$ cat src/rtl/i2s_receiver.sv
// i2s_receiver: oversampling I2S slave that deserialises left/right words into the clk domain
module i2s_receiver #(
  parameter int SAMPLE_WIDTH = 16
) (
  input  logic                    clk,
  input  logic                    reset,
  input  logic                    bit_clk,
  input  logic                    frame_clk,
  input  logic                    data,
  output logic [SAMPLE_WIDTH-1:0] sample_left,
  output logic [SAMPLE_WIDTH-1:0] sample_right,
  output logic                    sample_valid,
  output logic                    frame_error,
  output logic                    locked
);
  localparam int CW = $clog2(SAMPLE_WIDTH + 1);
  localparam logic [CW-1:0] FULL = CW'(SAMPLE_WIDTH);
  typedef enum logic {IDLE, RECV} state_t;
  state_t state;
  logic [2:0] bck_s;
  logic [1:0] fs_s, d_s;
  logic primed, prev_fs, chan, have_l;
  logic [CW-1:0] cnt;
  logic [SAMPLE_WIDTH-1:0] sh, pend_l, nsh;
  logic brise, fs, trans, take, full_now;
  assign brise = bck_s[1] & ~bck_s[2];
  assign fs = fs_s[1];
  // the very first brise after reset only records frame_clk; it cannot be a transition
  assign trans = primed && (fs != prev_fs);
  assign take = cnt < FULL;
  assign full_now = take && (cnt + 1'b1 == FULL);
  assign nsh = {sh[SAMPLE_WIDTH-2:0], d_s[1]};
  always_ff @(posedge clk) begin
    if (!reset) begin
      state <= IDLE;
      bck_s <= '0;
      fs_s <= '0;
      d_s <= '0;
      primed <= 1'b0;
      prev_fs <= 1'b0;
      chan <= 1'b0;
      have_l <= 1'b0;
      cnt <= '0;
      sh <= '0;
      pend_l <= '0;
      sample_left <= '0;
      sample_right <= '0;
      sample_valid <= 1'b0;
      frame_error <= 1'b0;
      locked <= 1'b0;
    end else begin
      bck_s <= {bck_s[1:0], bit_clk};
      fs_s <= {fs_s[0], frame_clk};
      d_s <= {d_s[0], data};
      sample_valid <= 1'b0;
      frame_error <= 1'b0;
      if (brise) begin
        primed <= 1'b1;
        prev_fs <= fs;
        if (state == IDLE) begin
          if (trans) begin
            state <= RECV;
            locked <= 1'b1;
            cnt <= '0;
            sh <= '0;
            chan <= fs;
          end
        end else begin
          if (take) begin
            sh <= nsh;
            cnt <= cnt + 1'b1;
          end
          if (full_now) begin
            if (!chan) begin
              pend_l <= nsh;
              have_l <= 1'b1;
            end else if (have_l) begin
              sample_left <= pend_l;
              sample_right <= nsh;
              sample_valid <= 1'b1;
              have_l <= 1'b0;
            end else begin
              frame_error <= 1'b1;
            end
          end
          // bit taken at a transition is the old slot's LSB, so the short-slot check follows the shift
          if (trans) begin
            if (take && !full_now) frame_error <= 1'b1;
            cnt <= '0;
            sh <= '0;
            chan <= fs;
          end
        end
      end
    end
  end
endmodule

$ cat config.mk
export PLATFORM = sky130hd
export DESIGN_NAME = i2s_receiver
export DESIGN_NICKNAME = d
export VERILOG_FILES = /design/src/rtl/i2s_receiver.sv
export SDC_FILE = /design/constraint.sdc
export NUM_CORES = 1
export LEC_CHECK = 0
export ABC_CLOCK_PERIOD_IN_PS = 2700
export CAP_MARGIN = 40
export CORE_MARGIN = 2
export CORE_UTILIZATION = 45
export CTS_CLUSTER_SIZE = 10
export DETAILED_ROUTE_END_ITERATION = 8
export GPL_TIMING_DRIVEN = 0
export PLACE_DENSITY_LB_ADDON = 0.2
export RECOVER_POWER = 25
export SLEW_MARGIN = 40
export SYNTH_ARGS = -nofsm -noshare
export SYNTH_HDL_FRONTEND = slang
export SYNTH_SLANG_ARGS = --single-unit
$ cat constraint.sdc
create_clock -name clk -period 2.7 [get_ports clk]
set_input_delay 0.54 -clock clk [delete_from_list [all_inputs] [get_ports clk]]
set_output_delay 0.54 -clock clk [all_outputs]
set_load 0.1 [all_outputs]
Word level (Yosys, flattened, before mapping). Index checks and enable logic that the tools add are counted.

Bits in registers: 83. Input port bits: 5. Word-level logic and storage cells: 55. Output and inout port bits: 35.

Reductions and logical operators: 14. Bitwise gates (word level): 4. Add/sub/neg operators: 1. Equal/unequal tests: 2. Mux-type cells: 17. Order comparisons: 1.

Operator list (number): $mux 15 (4); $mux 5 (4); $reduce_and 3->1 (4); $reduce_and 5->1 (2); $mux 1 (9); $add 5x1->5 const B (1); $eq 5x5->1 const B (1); $lt 5x5->1 const B (1); $reduce_and 4->1 (1); $reduce_bool 2->1 (2); $logic_and 1x1->1 (3); $not 1->1 (3); $reduce_and 2->1 (1); $and 1x1->1 (1); $logic_not 1->1 (1); $ne 1x1->1 (1).

Logic depth before layout (Yosys ltp). Gate-level depths: netlist of the first run.

Depth after elaboration: 7. Mapped depth: 6. Mapped depth without buffers: 5.

Worst setup path before layout of the first run. OpenSTA, ideal clock, no wires.

Kind: reg2reg. From: reg cnt[0]. To: reg frame_error. Period minus slack after synthesis: 1615 ps. Required time: 2596 ps. Setup time: 104 ps. Stages on the path, launching flop included: 6. Path slack: 1085 ps. Arrival time: 1511 ps. Path buffers: 0. Path through: dfxtp_1 ha_1 nand3_1 nor2_1 or4_1 a2111oi_2.

Longest elaborated chain between the ends: 7. Elaborated cells between the ends (all ways): 9. Classes of those cells: add/sub (1); order compare (1); eq/ne (1); mux (3); reduce/logical (3).

Ends and longest elaborated chain: from (decl) (RTL line 23) `logic [CW-1:0] cnt;`; from (signal assigned) (RTL line 71) `cnt <= cnt + 1'b1;`; $add 5x1->5 (RTL line 31) `assign full_now = take && (cnt + 1'b1 == FULL);`; $eq 5x5->1 (RTL line 31); $logic_and 1x1->1 (RTL line 31); $logic_not 1->1 (RTL line 88) `if (take && !full_now) frame_error <= 1'b1;`; $logic_and 1x1->1 (RTL line 88); $mux 1 (RTL line 88); $mux 1 (*) (RTL line 87) `if (trans) begin`; to (signal assigned) (RTL line 56) `frame_error <= 1'b0;`; to (signal assigned) (RTL line 83) `frame_error <= 1'b1;`; to (signal assigned) (RTL line 88); to (decl) (RTL line 13) `output logic frame_error,`.

Every way passes the cells marked *; elsewhere a longest branch is shown, timed or not. A chain may end at the register's enable or synchronous reset.

Worst setup path after layout of the first run.
From: reg sample_left[6]. To: out sample_left[6].

RTL lines: from (decl) (RTL line 10) `output logic [SAMPLE_WIDTH-1:0] sample_left,`; from (signal assigned) (RTL line 78) `sample_left <= pend_l;`.

No word-level cell between the ends.

==> run metrics, run 1 <==
area share of the largest cell type after synthesis=58.2%; power per cell area=650 nW/um^2; Worst slew margin=22.2%; yosys synthesis warning count=0; Post-CTS Hold Buffers=0; Synth Area in Simple Gates=21.3%; DIE WIDTH=83.6 microns; core area=6240 sq um; CP endpoint kind=output port; synthesized area=2850 sq um; die height=83.6 microns; largest net degree at the start of global routing=13; most frequent cells in the layout=dfxtp_1 (83), nand3_1 (53), o21ai_0 (50); PortBufs=38; Nets=367; Final min period=2.09 ns; RSZ-0062 raised after global routing=no; final hold vios=0; CP bufs+invs=1; Synth Area in Adders=0.877%; Synth Area in Compound Gates=15.7%; routed length per placed instance=14.4 microns; CP max FO=2; antenna-violating nets left=0; grt total ovfl=0; arrival time worst endpoint=1.55 ns; DR top layer=met4; outcome=complete, no violations; Boundary Pins=40; row cnt=29; mux cell area share after synthesis=0%; die area=6990 sq um; syn avg cell area=9.18 sq um; Mapped Cells=311; Root Buffer=clkbuf_8; vias in the first global route=2226; Synth Area in XOR/XNOR=0.614%; Required @ worst endpoint=2.16 ns; Synth-to-Final Area Change=16.8%; Synth Register Bits=83; Clk Latency, worst-skew pair=0.34 ns; Final Cycle Share=77.5%; vias per cell=5.33; # H-tree levels=3; initial antenna violation count=0; worst slew pin tran=1.17 ns; Post-Synthesis Net Count=318; worst r2r src=cnt[0]; worst hold path class=reg2reg; Lkg Pwr=1.21 nW; Synth area leaders=dfxtp_1 (58%), nand3_1 (9.3%), o21ai_0 (8.8%); Sum Neg Setup Slack=0 ns; CTS tree=yes; Post-Route Skew=0.00669 ns; clock transition at the registers of the reported paths=0.08 ns; cts repair resizes=0; 1st-iter DRT viols=173; CP Class=reg2out; largest buffer count on any clock path=2; worst hold start=d_s[0]; Synth cell types=34; Crit path max-delay family=buffers and inverters; Hold Slack=0.434 ns; CP startpoint=sample_left[6]; DRC viols=0; Worst path max stage delay=0.87 ns; Critical Path, Cell by Cell=clkbuf_1; first-pass GRT wire length=10.6 mm; cts bufs inserted=9; Max Cap Viol=0; final setup vio count=0; met3 WL post-DR=302 microns; Routed WL=6.35 mm; largest family of logic cells by synthesized area=simple AND/OR/NAND/NOR gates; layout cell share with drive strength beyond 1=11.3%; dominant cell type by area after synthesis=dfxtp_1; met1 WL=2.99 mm; # diodes=0; initial core utilization=45.7%; clk sink count=83; DR pass1 iterations=5; Slew Viols, Final=0; startpoint types=flip-flop; Final Wtd Congestion=0.823; most common cell after layout, fill and taps aside=dfxtp_1; Worst IR Drop VDD=0.330 mV; Post-CTS Setup Inserts=0; GRT Overall Usage=19.3%; HPWL after DPL=4.54 mm; met2 wire len=2.94 mm; Critical-path top delay cell=clkbuf_1; sequential share of the synthesized area=58.2%; via count=2345; maximum clock frequency=478 MHz
==> through the flow <==
stage	util, %	cell area, sq um	instances	setup WS [ns]	total power, mW
finish	53.4	3330	440	0.609	2.17
global route	53.4	3330	440	0.445	2.26
CTS	53.8	3360	440	0.655	2.19
detailed placement	50.6	3160	426	0.660	1.31
global placement	53.4	3330	426	0.693	1.31
floorplan	-	2850	311	1.09	1.29
==> cells by family after synthesis <==
kind of cell	Yosys count
and+or+nand+nor	120
AOI/OAI and AO/OA	79
adders and majority gates	2
DFF	83
xor gates and xnor gates	2
buffers and inverters	25
==> flip-flops by register name, summed over array words and instances (netlist names) <==
signal / flops
pend_l: 16
sample_left: 16
sample_right: 16
sh: 15
cnt: 5
bck_s: 3
d_s: 2
fs_s: 2
chan: 1
frame_error: 1
have_l: 1
locked: 1
prev_fs: 1
primed: 1
sample_valid: 1
state: 1
==> layout make-up <==
class,instances,area (sq um)
plain buffers,22,85.1
clock buffers,12,165
clock inverters,2,35.0
fillers,615,2910
inverters,3,11.3
multi-input cells,203,1090
flip-flops and latches,83,1660
well taps,77,96.3
repair buffers,38,189
==> worst paths after layout <==
| kind | end | slack (ns) | cells past startpoint |
|---|---|---|---|
| min | d_s[1] | 0.43 | 1 |
| min reg2reg | d_s[1] | 0.43 | 1 |
| max | sample_left[6] | 0.61 | 1 |
| max reg2reg | pend_l[12] | 0.67 | 6 |
==> power by group <==
group | leakage, nW | switching [mW] | internal (mW) | total (mW)
Clock | 0.104 | 0.400 | 0.491 | 0.891
Sequential | 0.670 | 0.00329 | 1.23 | 1.23
Combinational | 0.439 | 0.0334 | 0.0123 | 0.0457
==> synthesized netlist by cell type (all sizes together) <==
cell type,n
dfxtp,83
nand3,53
o21ai,50
nand2,42
o22ai,17
clkbuf,16
and2,8
a21oi,6
buf,6
nor2,3
and2b,2
ha,2
inv,2
nand2b,2
a2111oi,1
a22oi,1
and3,1
and3b,1
and4b,1
clkinv,1
nand3b,1
nand4,1
nand4b,1
nor3b,1
nor4b,1
o2111ai,1
o211ai,1
o31ai,1
o41ai,1
or3b,1
or4,1
xnor2,1
xor2,1
==> routing by layer <==
layer  GRT usage, %  up-vias
li1               -     1197
met1           25.5     1089
met2           29.8       50
met3           4.25        9
met4           9.68        0
met5              0        -
No activity file was read; power rests on OpenSTA's default activity.
==> inputs of run 2 (changes only) <==
Settings changed: ABC_CLOCK_PERIOD_IN_PS 2700 to 2100.
Clock period 2.7 ns to 2.1 ns, I/O delays scaled along.
==> run metrics, run 2 (synthesis results as in run 1) <==
outcome=complete, no violations; Worst path max stage delay=0.40 ns; arrival time worst endpoint=2.12 ns; GRT Overall Usage=19.3%; final setup vio count=0; vias per cell=5.38; CP Class=reg2reg; reg2reg end=sample_right[3]; die height=83.6 microns; CP endpoint kind=flip-flop; cts bufs inserted=9; layout cell share with drive strength beyond 1=16.3%; Lkg Pwr=1.29 nW; # diodes=0; Worst slew margin=63.2%; Final min period=1.86 ns; Critical-path top delay cell=clkbuf_1; first-pass GRT wire length=10.6 mm; clock transition at the registers of the reported paths=0.07 ns; # H-tree levels=3; worst hold start=d_s[0]; DR pass1 iterations=4; most frequent cells in the layout=dfxtp_1 (83), nand3_1 (53), o21ai_0 (50); initial antenna violation count=0; startpoint types=flip-flop; Boundary Pins=40; worst hold stages=1; Final Cycle Share=88.4%; vias in the first global route=2226; via count=2389; antenna-violating nets left=0; Slew Viols, Final=0; Synth-to-Final Area Change=18.7%; 1st-iter DRT viols=165; row cnt=29; Max Cap Viol=0; min setup slack post-route=0.243 ns; CP bufs+invs=2; grt total ovfl=0; CP max FO=10; DIE WIDTH=83.6 microns; Final Wtd Congestion=0.823; maximum clock frequency=539 MHz; die area=6990 sq um; worst r2r src=cnt[0]; Post-Route Skew=0.00597 ns; initial core utilization=45.7%; core area=6240 sq um; most common cell after layout, fill and taps aside=dfxtp_1; Required @ worst endpoint=2.37 ns; PortBufs=38; largest net degree at the start of global routing=13; Sum Neg Setup Slack=0 ns; Worst IR Drop VDD=0.427 mV; Nets=371; Critical Path, Cell by Cell=ha_1 -> and3_1 -> nand4_1 -> buf_4 -> clkbuf_1 -> nand3_1 -> o21ai_0; worst hold path class=reg2reg; Hold Crit Endpoint=d_s[1]; Root Buffer=clkbuf_8; DRC viols=0; RSZ-0062 raised after global routing=no; largest registers=pend_l (16), sample_left (16), sample_right (16); worst slack, placed=0.0604 ns; Reg2Reg Setup Slack=0.24 ns; Routed WL=6.47 mm; Clk Latency, worst-skew pair=0.35 ns; worst slew pin tran=0.552 ns; HPWL after DPL=4.54 mm; Crit path max-delay family=buffers and inverters; power per cell area=824 nW/um^2; clk sink count=83; final hold vios=0; largest buffer count on any clock path=2; CTS tree=yes; Final Util=54.3%; routed length per placed instance=14.6 microns; depth of the worst register-to-register path=7
run 2: cell count changes in the layout (fill, tap and decap cells not counted), sizes merged:
cell and delta:
buf +4
run 2: routing by layer:
layer | vias to the layer above | wire length, microns | GRT usage [%]
li1 | 1204 | - | -
met4 | 0 | 135 | 9.68
met2 | 51 | 2990 | 29.8
met5 | - | 0 | 0
met1 | 1122 | 3050 | 25.5
met3 | 12 | 291 | 4.25
run 2: what timing repair did:
action	4_1_cts	5_1_grt
hold buffers	0	0
hold endpoints to repair	0	0
buffers inserted	0	4
setup endpoints to repair	0	45
gates resized for setup	0	2
run 2: per-stage QoR:
step / area (sq um) / cells / total power [mW] / hold slack [ns]
5_1_grt: 3390 / 444 / 2.90 / 0.460
6_report: 3390 / 444 / 2.79 / 0.434
3_5_place_dp: 3160 / 426 / 1.68 / 0.417
2_1_floorplan: 2850 / 311 / 1.66 / 0.412
4_1_cts: 3360 / 440 / 2.81 / 0.435
3_3_place_gp: 3330 / 426 / 1.68 / 0.415
run 2: how the worst max path moves through the flow:
stage	slack [ns]	end	startpoint	depth (start not counted)
after floorplan	0.49	frame_error	cnt[0]	5
after global placement	0.09	pend_l[12]	cnt[0]	6
after detailed placement	0.06	pend_l[12]	cnt[0]	6
after CTS	0.05	pend_l[12]	cnt[0]	6
after global routing	0.05	pend_l[7]	cnt[0]	5
final	0.24	sample_right[3]	cnt[0]	7
run 2: cell type report:
| type | instances | area (sq um) |
|---|---|---|
| plain buffers | 22 | 86.3 |
| clock buffers | 12 | 165 |
| clock inverters | 2 | 35.0 |
| fillers | 603 | 2850 |
| inverters | 3 | 11.3 |
| multi-input cells | 203 | 1100 |
| flip-flops and latches | 83 | 1660 |
| well taps | 77 | 96.3 |
| repair buffers | 42 | 235 |
run 2: power breakdown:
part | internal, mW | switching, mW | leakage (nW)
Combinational | 0.0158 | 0.0437 | 0.514
Clock | 0.632 | 0.516 | 0.104
Sequential | 1.58 | 0.00436 | 0.670
Total | 2.23 | 0.564 | 1.29
run 2: worst register-to-register path: cells and delay by family, from the launching register on:
kind | cells | cell delay (ns)
fa+ha+maj | 1 | 0.28
compound gates | 1 | 0.11
flops | 1 | 0.37
buf+inv | 2 | 0.57
simple gates | 3 | 0.46
==> inputs of run 3 (changes only) <==
Settings changed: CTS_CLUSTER_DIAMETER set to 120, CTS_CLUSTER_SIZE 10 to 14.
==> results of run 3 <==
Final layout, timing and power as in run 2 (identical DEF).
